File: src/rtl/bean_scorer_pkg.sv
//------------------------------------------------------------------------------
// bean_scorer_pkg
// Shared constants for the bean scorer slice: screen geometry, the tile grid
// derived from it, the tile-index formula and the scan FSM state encoding.
// No ports.
//------------------------------------------------------------------------------
`timescale 1ns/1ps
package bean_scorer_pkg;

   localparam int WIDTH      = 640;
   localparam int HEIGHT     = 480;
   localparam int TILE_SIZE  = 20;
   localparam int TILE_COLS  = WIDTH / TILE_SIZE;    // 32
   localparam int TILE_ROWS  = HEIGHT / TILE_SIZE;   // 24
   localparam int NTILES     = TILE_COLS * TILE_ROWS; // 768

   typedef enum logic [1:0] {
      ST_IDLE = 2'd0,
      ST_SCAN = 2'd1,
      ST_DONE = 2'd2
   } state_t;

   // Flat bit position of tile (row, col) in the tilemap and bean bitmaps.
   function automatic int tile_index(input int row, input int col, input int cols);
      return row * cols + col;
   endfunction

endpackage

File: src/rtl/bean_scorer_if.sv
//------------------------------------------------------------------------------
// bean_scorer_if
// Request/result bundle between the game logic and the bean scorer.
//   start       : one-cycle scan request
//   tilemap     : 0 = road, 1 = wall, bit index row*COLS+col
//   beans       : 1 = bean eaten, same indexing
//   busy        : scan in progress
//   done        : one-cycle pulse when results update
//   score       : points earned (saturating)
//   remaining   : uneaten beans on road tiles
//   level_clear : all road beans eaten and at least one road tile exists
// Modports: master (game/control side), slave (scorer side).
//------------------------------------------------------------------------------
`timescale 1ns/1ps
interface bean_scorer_if
   import bean_scorer_pkg::*;
#(
   parameter int COLS    = TILE_COLS,
   parameter int ROWS    = TILE_ROWS,
   parameter int SCORE_W = 16
);
   localparam int NT    = COLS * ROWS;
   localparam int CNT_W = $clog2(NT + 1);

   logic             start;
   logic [NT-1:0]    tilemap;
   logic [NT-1:0]    beans;
   logic             busy;
   logic             done;
   logic [SCORE_W-1:0] score;
   logic [CNT_W-1:0] remaining;
   logic             level_clear;

   modport master (
      output start, tilemap, beans,
      input  busy, done, score, remaining, level_clear
   );

   modport slave (
      input  start, tilemap, beans,
      output busy, done, score, remaining, level_clear
   );

endinterface

File: src/rtl/bean_scorer_row_popcount.sv
//------------------------------------------------------------------------------
// row_popcount
// Combinational population count of one tile row.
//   i_vec   : COLS-bit row vector
//   o_count : number of set bits (6 bits for 32 columns)
//------------------------------------------------------------------------------
`timescale 1ns/1ps
module row_popcount #(
   parameter int COLS  = 32,
   parameter int CNT_W = $clog2(COLS + 1)
) (
   input  logic [COLS-1:0]  i_vec,
   output logic [CNT_W-1:0] o_count
);

   always_comb begin
      // NOTE: a combinational block assigns its output before any branch or
      // loop touches it, so no path leaves it unassigned and no latch appears.
      o_count = '0;
      for (int i = 0; i < COLS; i++) begin
         // NOTE: blocking '=' here so each iteration sees the running sum.
         o_count = o_count + CNT_W'(i_vec[i]);
      end
   end

endmodule

File: src/rtl/bean_scorer.sv
//------------------------------------------------------------------------------
// bean_scorer
// Snapshots the tilemap and eaten-bean bitmap on a start request, scans one
// tile row per clock, and publishes score, beans remaining and a level-clear
// flag in a single DONE cycle, pulsing done as the results land.
//   clk   : system clock
//   reset : asynchronous, active-low reset
//   bus   : bean_scorer_if.slave (start/tilemap/beans in, results out)
// Optional build macro: BEAN_SCORER_BONUS_EN adds LEVEL_BONUS to the score
// whenever a scan finds the level clear, and records that it was awarded.
//------------------------------------------------------------------------------
`timescale 1ns/1ps
module bean_scorer
   import bean_scorer_pkg::*;
#(
   parameter int COLS        = TILE_COLS,
   parameter int ROWS        = TILE_ROWS,
   parameter int BEAN_POINTS = 10,
   parameter int SCORE_W     = 16,
   parameter int LEVEL_BONUS = 500
) (
   input  logic clk,
   input  logic reset,
   bean_scorer_if.slave bus
);

   localparam int NT      = COLS * ROWS;
   localparam int ACC_W   = $clog2(NT + 1);
   localparam int ROW_W   = (ROWS > 1) ? $clog2(ROWS) : 1;
   localparam int RCNT_W  = $clog2(COLS + 1);
   localparam int PROD_W  = ACC_W + $clog2(BEAN_POINTS + 1);
   localparam int BONUS_W = $clog2(LEVEL_BONUS + 1);
   // One bit of headroom over the wider addend so product + bonus never wraps.
   localparam int SUM_W   = ((PROD_W > BONUS_W) ? PROD_W : BONUS_W) + 1;
   localparam int CMP_W   = (SUM_W > SCORE_W) ? SUM_W : SCORE_W;
   localparam logic [CMP_W-1:0] SCORE_MAX = CMP_W'({SCORE_W{1'b1}});

   state_t             r_state;
   logic [NT-1:0]      r_tilemap;
   logic [NT-1:0]      r_beans;
   logic [ROW_W-1:0]   r_row;
   logic [ACC_W-1:0]   r_eaten;
   logic [ACC_W-1:0]   r_total;
   logic               r_busy;
   logic               r_done;
   logic [SCORE_W-1:0] r_score;
   logic [ACC_W-1:0]   r_remaining;
   logic               r_level_clear;

   logic [COLS-1:0]    w_road_row;
   logic [COLS-1:0]    w_eaten_row;
   logic [RCNT_W-1:0]  w_road_cnt;
   logic [RCNT_W-1:0]  w_eaten_cnt;
   logic               w_clear;
   logic               w_add_bonus;
   logic [PROD_W-1:0]  w_product;
   logic [CMP_W-1:0]   w_sum;
   logic [SCORE_W-1:0] w_score_next;

   // Beans recorded on wall tiles are masked off by the road mask.
   assign w_road_row  = ~r_tilemap[tile_index(int'(r_row), 0, COLS) +: COLS];
   assign w_eaten_row = w_road_row & r_beans[tile_index(int'(r_row), 0, COLS) +: COLS];

   row_popcount #(.COLS(COLS), .CNT_W(RCNT_W)) u_road_pop (
      .i_vec   (w_road_row),
      .o_count (w_road_cnt)
   );

   row_popcount #(.COLS(COLS), .CNT_W(RCNT_W)) u_eaten_pop (
      .i_vec   (w_eaten_row),
      .o_count (w_eaten_cnt)
   );

   assign w_clear = (r_total != '0) && (r_eaten == r_total);

`ifdef BEAN_SCORER_BONUS_EN
   logic r_bonus_given;

   // Sticky record that the clear bonus has been awarded; only reset clears it.
   always_ff @(posedge clk or negedge reset) begin
      if (!reset) begin
         r_bonus_given <= 1'b0;
      end else begin
         r_bonus_given <= r_bonus_given | ((r_state == ST_DONE) && w_clear);
      end
   end

   // The bonus is a fixed addend on top of eaten*BEAN_POINTS, recomputed each
   // scan, so a level that stays clear keeps it without ever doubling it.
   assign w_add_bonus = w_clear;
`else
   assign w_add_bonus = 1'b0;
`endif

   // Full-width product and sum, then clamp to the score width.
   always_comb begin
      w_product    = PROD_W'(r_eaten) * PROD_W'(BEAN_POINTS);
      w_sum        = CMP_W'(w_product) + (w_add_bonus ? CMP_W'(LEVEL_BONUS) : CMP_W'(0));
      w_score_next = (w_sum > SCORE_MAX) ? SCORE_W'(SCORE_MAX) : SCORE_W'(w_sum);
   end

   always_ff @(posedge clk or negedge reset) begin
      if (!reset) begin
         r_state       <= ST_IDLE;
         // NOTE: the wide snapshot registers are ordinary flops, not a RAM,
         // so they take a reset value like every other piece of state.
         r_tilemap     <= '0;
         r_beans       <= '0;
         r_row         <= '0;
         r_eaten       <= '0;
         r_total       <= '0;
         r_busy        <= 1'b0;
         r_done        <= 1'b0;
         r_score       <= '0;
         r_remaining   <= '0;
         r_level_clear <= 1'b0;
      end else begin
         // NOTE: non-blocking '<=' for all clocked state so every register
         // samples pre-edge values regardless of statement order.
         r_done <= 1'b0;
         case (r_state)
            ST_IDLE: begin
               if (bus.start) begin
                  r_tilemap <= bus.tilemap;
                  r_beans   <= bus.beans;
                  r_row     <= '0;
                  r_eaten   <= '0;
                  r_total   <= '0;
                  r_busy    <= 1'b1;
                  r_state   <= ST_SCAN;
               end
            end
            ST_SCAN: begin
               r_eaten <= r_eaten + ACC_W'(w_eaten_cnt);
               r_total <= r_total + ACC_W'(w_road_cnt);
               r_row   <= r_row + 1'b1;
               if (r_row == ROW_W'(ROWS - 1)) begin
                  r_state <= ST_DONE;
               end
            end
            ST_DONE: begin
               // start is deliberately not looked at here.
               r_remaining   <= r_total - r_eaten;
               r_score       <= w_score_next;
               r_level_clear <= w_clear;
               r_done        <= 1'b1;
               r_busy        <= 1'b0;
               r_state       <= ST_IDLE;
            end
            default: begin
               r_state <= ST_IDLE;
               r_busy  <= 1'b0;
            end
         endcase
      end
   end

   assign bus.busy        = r_busy;
   assign bus.done        = r_done;
   assign bus.score       = r_score;
   assign bus.remaining   = r_remaining;
   assign bus.level_clear = r_level_clear;

endmodule

File: src/flat_wrapper.sv
// flat-port wrapper written by rule: the top's interface ports become plain ports
module bean_scorer_flat import bean_scorer_pkg::*;
#(
   parameter int COLS        = TILE_COLS,
   parameter int ROWS        = TILE_ROWS,
   parameter int BEAN_POINTS = 10,
   parameter int SCORE_W     = 16,
   parameter int LEVEL_BONUS = 500
)
  (clk, reset, bus_start, bus_tilemap, bus_beans, bus_busy, bus_done, bus_score, bus_remaining, bus_level_clear);
  bean_scorer_if #(.COLS(COLS), .ROWS(ROWS), .SCORE_W(SCORE_W)) bus_i ();
  input  logic clk;
  input  logic reset;
  input wire logic [$bits(bus_i.start)-1:0] bus_start;
  input wire logic [$bits(bus_i.tilemap)-1:0] bus_tilemap;
  input wire logic [$bits(bus_i.beans)-1:0] bus_beans;
  output wire logic [$bits(bus_i.busy)-1:0] bus_busy;
  output wire logic [$bits(bus_i.done)-1:0] bus_done;
  output wire logic [$bits(bus_i.score)-1:0] bus_score;
  output wire logic [$bits(bus_i.remaining)-1:0] bus_remaining;
  output wire logic [$bits(bus_i.level_clear)-1:0] bus_level_clear;
  assign bus_i.start = bus_start;
  assign bus_i.tilemap = bus_tilemap;
  assign bus_i.beans = bus_beans;
  assign bus_busy = bus_i.busy;
  assign bus_done = bus_i.done;
  assign bus_score = bus_i.score;
  assign bus_remaining = bus_i.remaining;
  assign bus_level_clear = bus_i.level_clear;
  bean_scorer #(.COLS(COLS), .ROWS(ROWS), .BEAN_POINTS(BEAN_POINTS), .SCORE_W(SCORE_W), .LEVEL_BONUS(LEVEL_BONUS)) u_core (.clk(clk), .reset(reset), .bus(bus_i));
endmodule
File: config.mk
export PLATFORM = sky130hd
export DESIGN_NAME = bean_scorer_flat
export DESIGN_NICKNAME = d
export VERILOG_FILES = /design/src/rtl/bean_scorer_pkg.sv /design/src/rtl/bean_scorer_if.sv /design/src/rtl/bean_scorer_row_popcount.sv /design/src/rtl/bean_scorer.sv /design/src/flat_wrapper.sv
export SDC_FILE = /design/constraint.sdc
export NUM_CORES = 2
export LEC_CHECK = 0
export BUFFER_PORTS_ARGS = -buffer_cell sky130_fd_sc_hd__buf_2
export CORE_AREA = 2 2 605 607
export DETAILED_ROUTE_END_ITERATION = 8
export DIE_AREA = 0 0 607 609
export SYNTH_ARGS = -nofsm -noshare
export SYNTH_HDL_FRONTEND = slang
export SYNTH_SLANG_ARGS = --single-unit
export TNS_END_PERCENT = 10
File: constraint.sdc
create_clock -name clk -period 6.79 [get_ports clk]
set_input_delay 0.3395 -clock clk [delete_from_list [all_inputs] [get_ports clk]]
set_output_delay 0.3395 -clock clk [all_outputs]
set_load 0.02 [all_outputs]
==> flow_metrics.py <==
metrics = {
    "flow_run": {
        "maxCapViolCount": 0,
    },
    "detailed_routing": {
        "avgRoutedWirePerCell_um": 26.91,
        "vias": 75610,
        "drt_iter0_drc": 7727,
        "routed_wl_um": 441900,
        "drtAntennaViolNets": 0,
        "firstDrtPassIters": 6,
        "drcViolationCount": 0,
        "vias_per_cell": 4.604,
    },
    "global_route": {
        "grt_overflow": 0,
        "use_met2_pct": 34.97,
        "top_usage_layer": "met2",
        "grt_pass1_wl_um": 597900,
        "met1_usage_pct": 28.96,
        "grtUsageTotal_pct": 23.17,
        "grt_max_degree": 208,
        "use_met3_pct": 6.398,
        "antenna_found_initial": 276,
        "grt_pass1_vias": 76860,
    },
    "final_layout": {
        "area_growth_pct": 52.03,
        "nets": 12970,
        "drive_gt1_share_pct": 23.21,
        "final_cells": 16420,
        "final_core_util_pct": 31.12,
        "fin_area_um2": 113200,
    },
    "sta": {
        "rsz0062_at_grt": "yes",
        "hold_viol_final": 0,
        "finalCritPeriodShare_pct": 107.6,
        "whs_ps": 173.2,
        "finClkSkew_ps": 92.93,
        "drv_slew": 0,
        "fin_ws_ps": -519.3,
        "relSlewSlack_pct": 16.11,
        "fmax_mhz": 136.8,
        "worstMarginPinSlew_ps": 1253,
        "period_minus_slack_ps": 7309,
        "setup_violations": 12,
    },
    "logic_synthesis": {
        "avgSynthCellArea_um2": 9.194,
        "synth_top_area_share_pct": 53.39,
        "synth.ff_latch_count": 1589,
        "yosysTopAreaCell": "dfrtp_1",
        "synth_cell_types": 60,
        "yosys_warnings": 0,
        "ys.flop_type": "dfrtp_1",
        "syn_inst": 8101,
        "ys_top_cells_by_area": "dfrtp_1, nand2_1, mux4_2, mux2i_1, clkbuf_1",
        "synth_most_common_cell": "nand2_1",
        "synth_area_um2": 74480,
        "synth_edf_count": 0,
        "synth_common_cells": "nand2_1, dfrtp_1, clkbuf_1",
        "async_flop_share_pct": 100.0,
        "seq_area_frac_synth_pct": 53.39,
    },
    "placement": {
        "place_area_um2": 90170,
        "place_hpwl_um": 336900,
        "io_buffers": 1564,
        "place.gp.congestion": 0.9388,
        "dp_slack_ps": -1014,
        "numPlacedInstances": 14370,
    },
    "cts": {
        "cts_tree": "built",
        "clk_pin_slew_ps": 80,
        "clock_path_buffers": 4,
        "clock_latency_ps": 920,
        "cts_sinks": 1589,
        "cts_max_level": 4,
        "clockRootBuffer": "clkbuf_16",
        "cts_made_buffers": 192,
    },
    "die": {
        "ioPinCount": 1568,
        "die_y_um": 609,
        "start_util_pct": 20.47,
        "rows": 222,
        "die_area_um2": 369700,
        "dieWidth_um": 607,
        "design.core.area_um2": 363900,
    },
    "pwr": {
        "leakagePower_uw": 0.05699,
        "peakVddDrop_mv": 3.027,
        "p_per_area_nw_per_um2": 709.6,
    },
    "hold_path": {
        "min_path_type": "input port to register",
    },
    "critical_path": {
        "worstPathArrival_ps": 8060,
        "cp-start-kind": "register",
        "endpoint_kind": "register",
        "worstPathRequired_ps": 7540,
        "worstPathMaxFanout": 7,
        "critPathKind": "register to register",
    },
    "outcome": {
        "outcome": "complete, but fails checks",
        "violations": "setup timing",
    },
}
==> layout by cell type (no fill, tap or decap), drive strengths merged, types with 37 or more instances in the layout <==
cell type and count:
mux2 37, diode 126, clkinv 40, inv 84
dlygate4sd3 1539, ha 56, mux4 256, nand2 4704
dfrtp 1589, fa 54, buf 1992, clkbuf 273
a22oi 174, mux2i 288, nand3 71
==> metrics by stage <==
stage | power [uW] | setup TNS (ps)
finish | 80350 | -3384
global placement | 65030 | -8787
detailed placement | 64860 | -8480
global route | 85330 | -6724
CTS | 78230 | -5736
floorplan | 46970 | 0
==> path summary, 6_finish.rpt <==
| check | startpoint | to | slack [ps] | cells after the start |
|---|---|---|---|---|
| min reg2reg | u_core.r_beans[575] | u_core.r_beans[575] | 470 | 2 |
| min in group asynchronous | reset | u_core.r_beans[659] | 580 | 3 |
| max | u_core.r_row[0] | u_core.r_eaten[8] | -520 | 26 |
| min | bus_beans[73] | u_core.r_beans[73] | 170 | 4 |
| max in group asynchronous | reset | u_core.r_beans[293] | 4430 | 5 |
| max reg2reg | u_core.r_row[0] | u_core.r_eaten[8] | -520 | 26 |
==> logic make-up after synthesis <==
kind of cell / share of synthesized area [%]
AND/OR/NAND/NOR: 24.89
buffers and inverters: 3.467
AO/OA/AOI/OAI: 3.504
flip-flops: 53.39
XOR/XNOR: 0.1764
adder cells (fa/ha/maj): 2.392
other: 0.005035
multiplexers: 12.17
==> area by class of cell <==
cell class                 count  area [um2]
sequential                  1589       39770
fill                       37300      250600
clock inverter                76       992.2
timing repair buffer        3533       27790
inverter                      71       266.5
tap                         4816        6026
antenna                      126       315.3
multi-input combinational   5937       32470
clock buffer                 272        5590
==> routing by layer <==
layer  vias up  wire length, um
met1     36990           175200
met2      4233           192300
met3      1563            39570
met5         -             1084
met4       168            33680
li1      32660                -
==> repair_timing <==
action	4_1_cts	5_1_grt
setup endpoints to repair	18	18
hold buffers	1540	0
pin swaps	12	14
resized for setup	42	39
setup buffers	5	25
cloned	3	1
endpoints found under the hold margin	1811	0
==> sequential cells by signal, summed over array words and instances, names as in the netlist <==
name	count
u_core.r_beans	768
u_core.r_row	5
u_core.r_state	2
u_core.bus.busy	1
u_core.bus.score	13
u_core.bus.done	1
u_core.bus.level_clear	1
u_core.r_tilemap	768
u_core.bus.remaining	10
u_core.r_eaten	10
u_core.r_total	10
==> critical path, stage by stage (launching register included) <==
cell       delay [ps]
dfrtp_4           510
buf_12            160
buf_16            150
buf_4             200
buf_4             180
mux2i_1           140
a22oi_2           170
buf_4             160
a31oi_4           130
buf_12            190
a221o_1           310
fa_1              490
fa_1              510
inv_1              70
fa_1              500
inv_1              60
fa_1              500
fa_1              520
inv_1              60
fa_1              460
fa_2              380
fa_2              410
a21o_1            200
a21oi_2           200
o211ai_1          140
o2111ai_2         100
mux2i_1           200
==> where the power goes <==
group          internal, uW  switching, uW  total [uW]  leakage, uW
logic                 22800          28400       51200       0.0339
registers             14200           3860       18100       0.0198
clock network          6410           4640       11100      0.00324
Power figures use the tool's default switching activity.
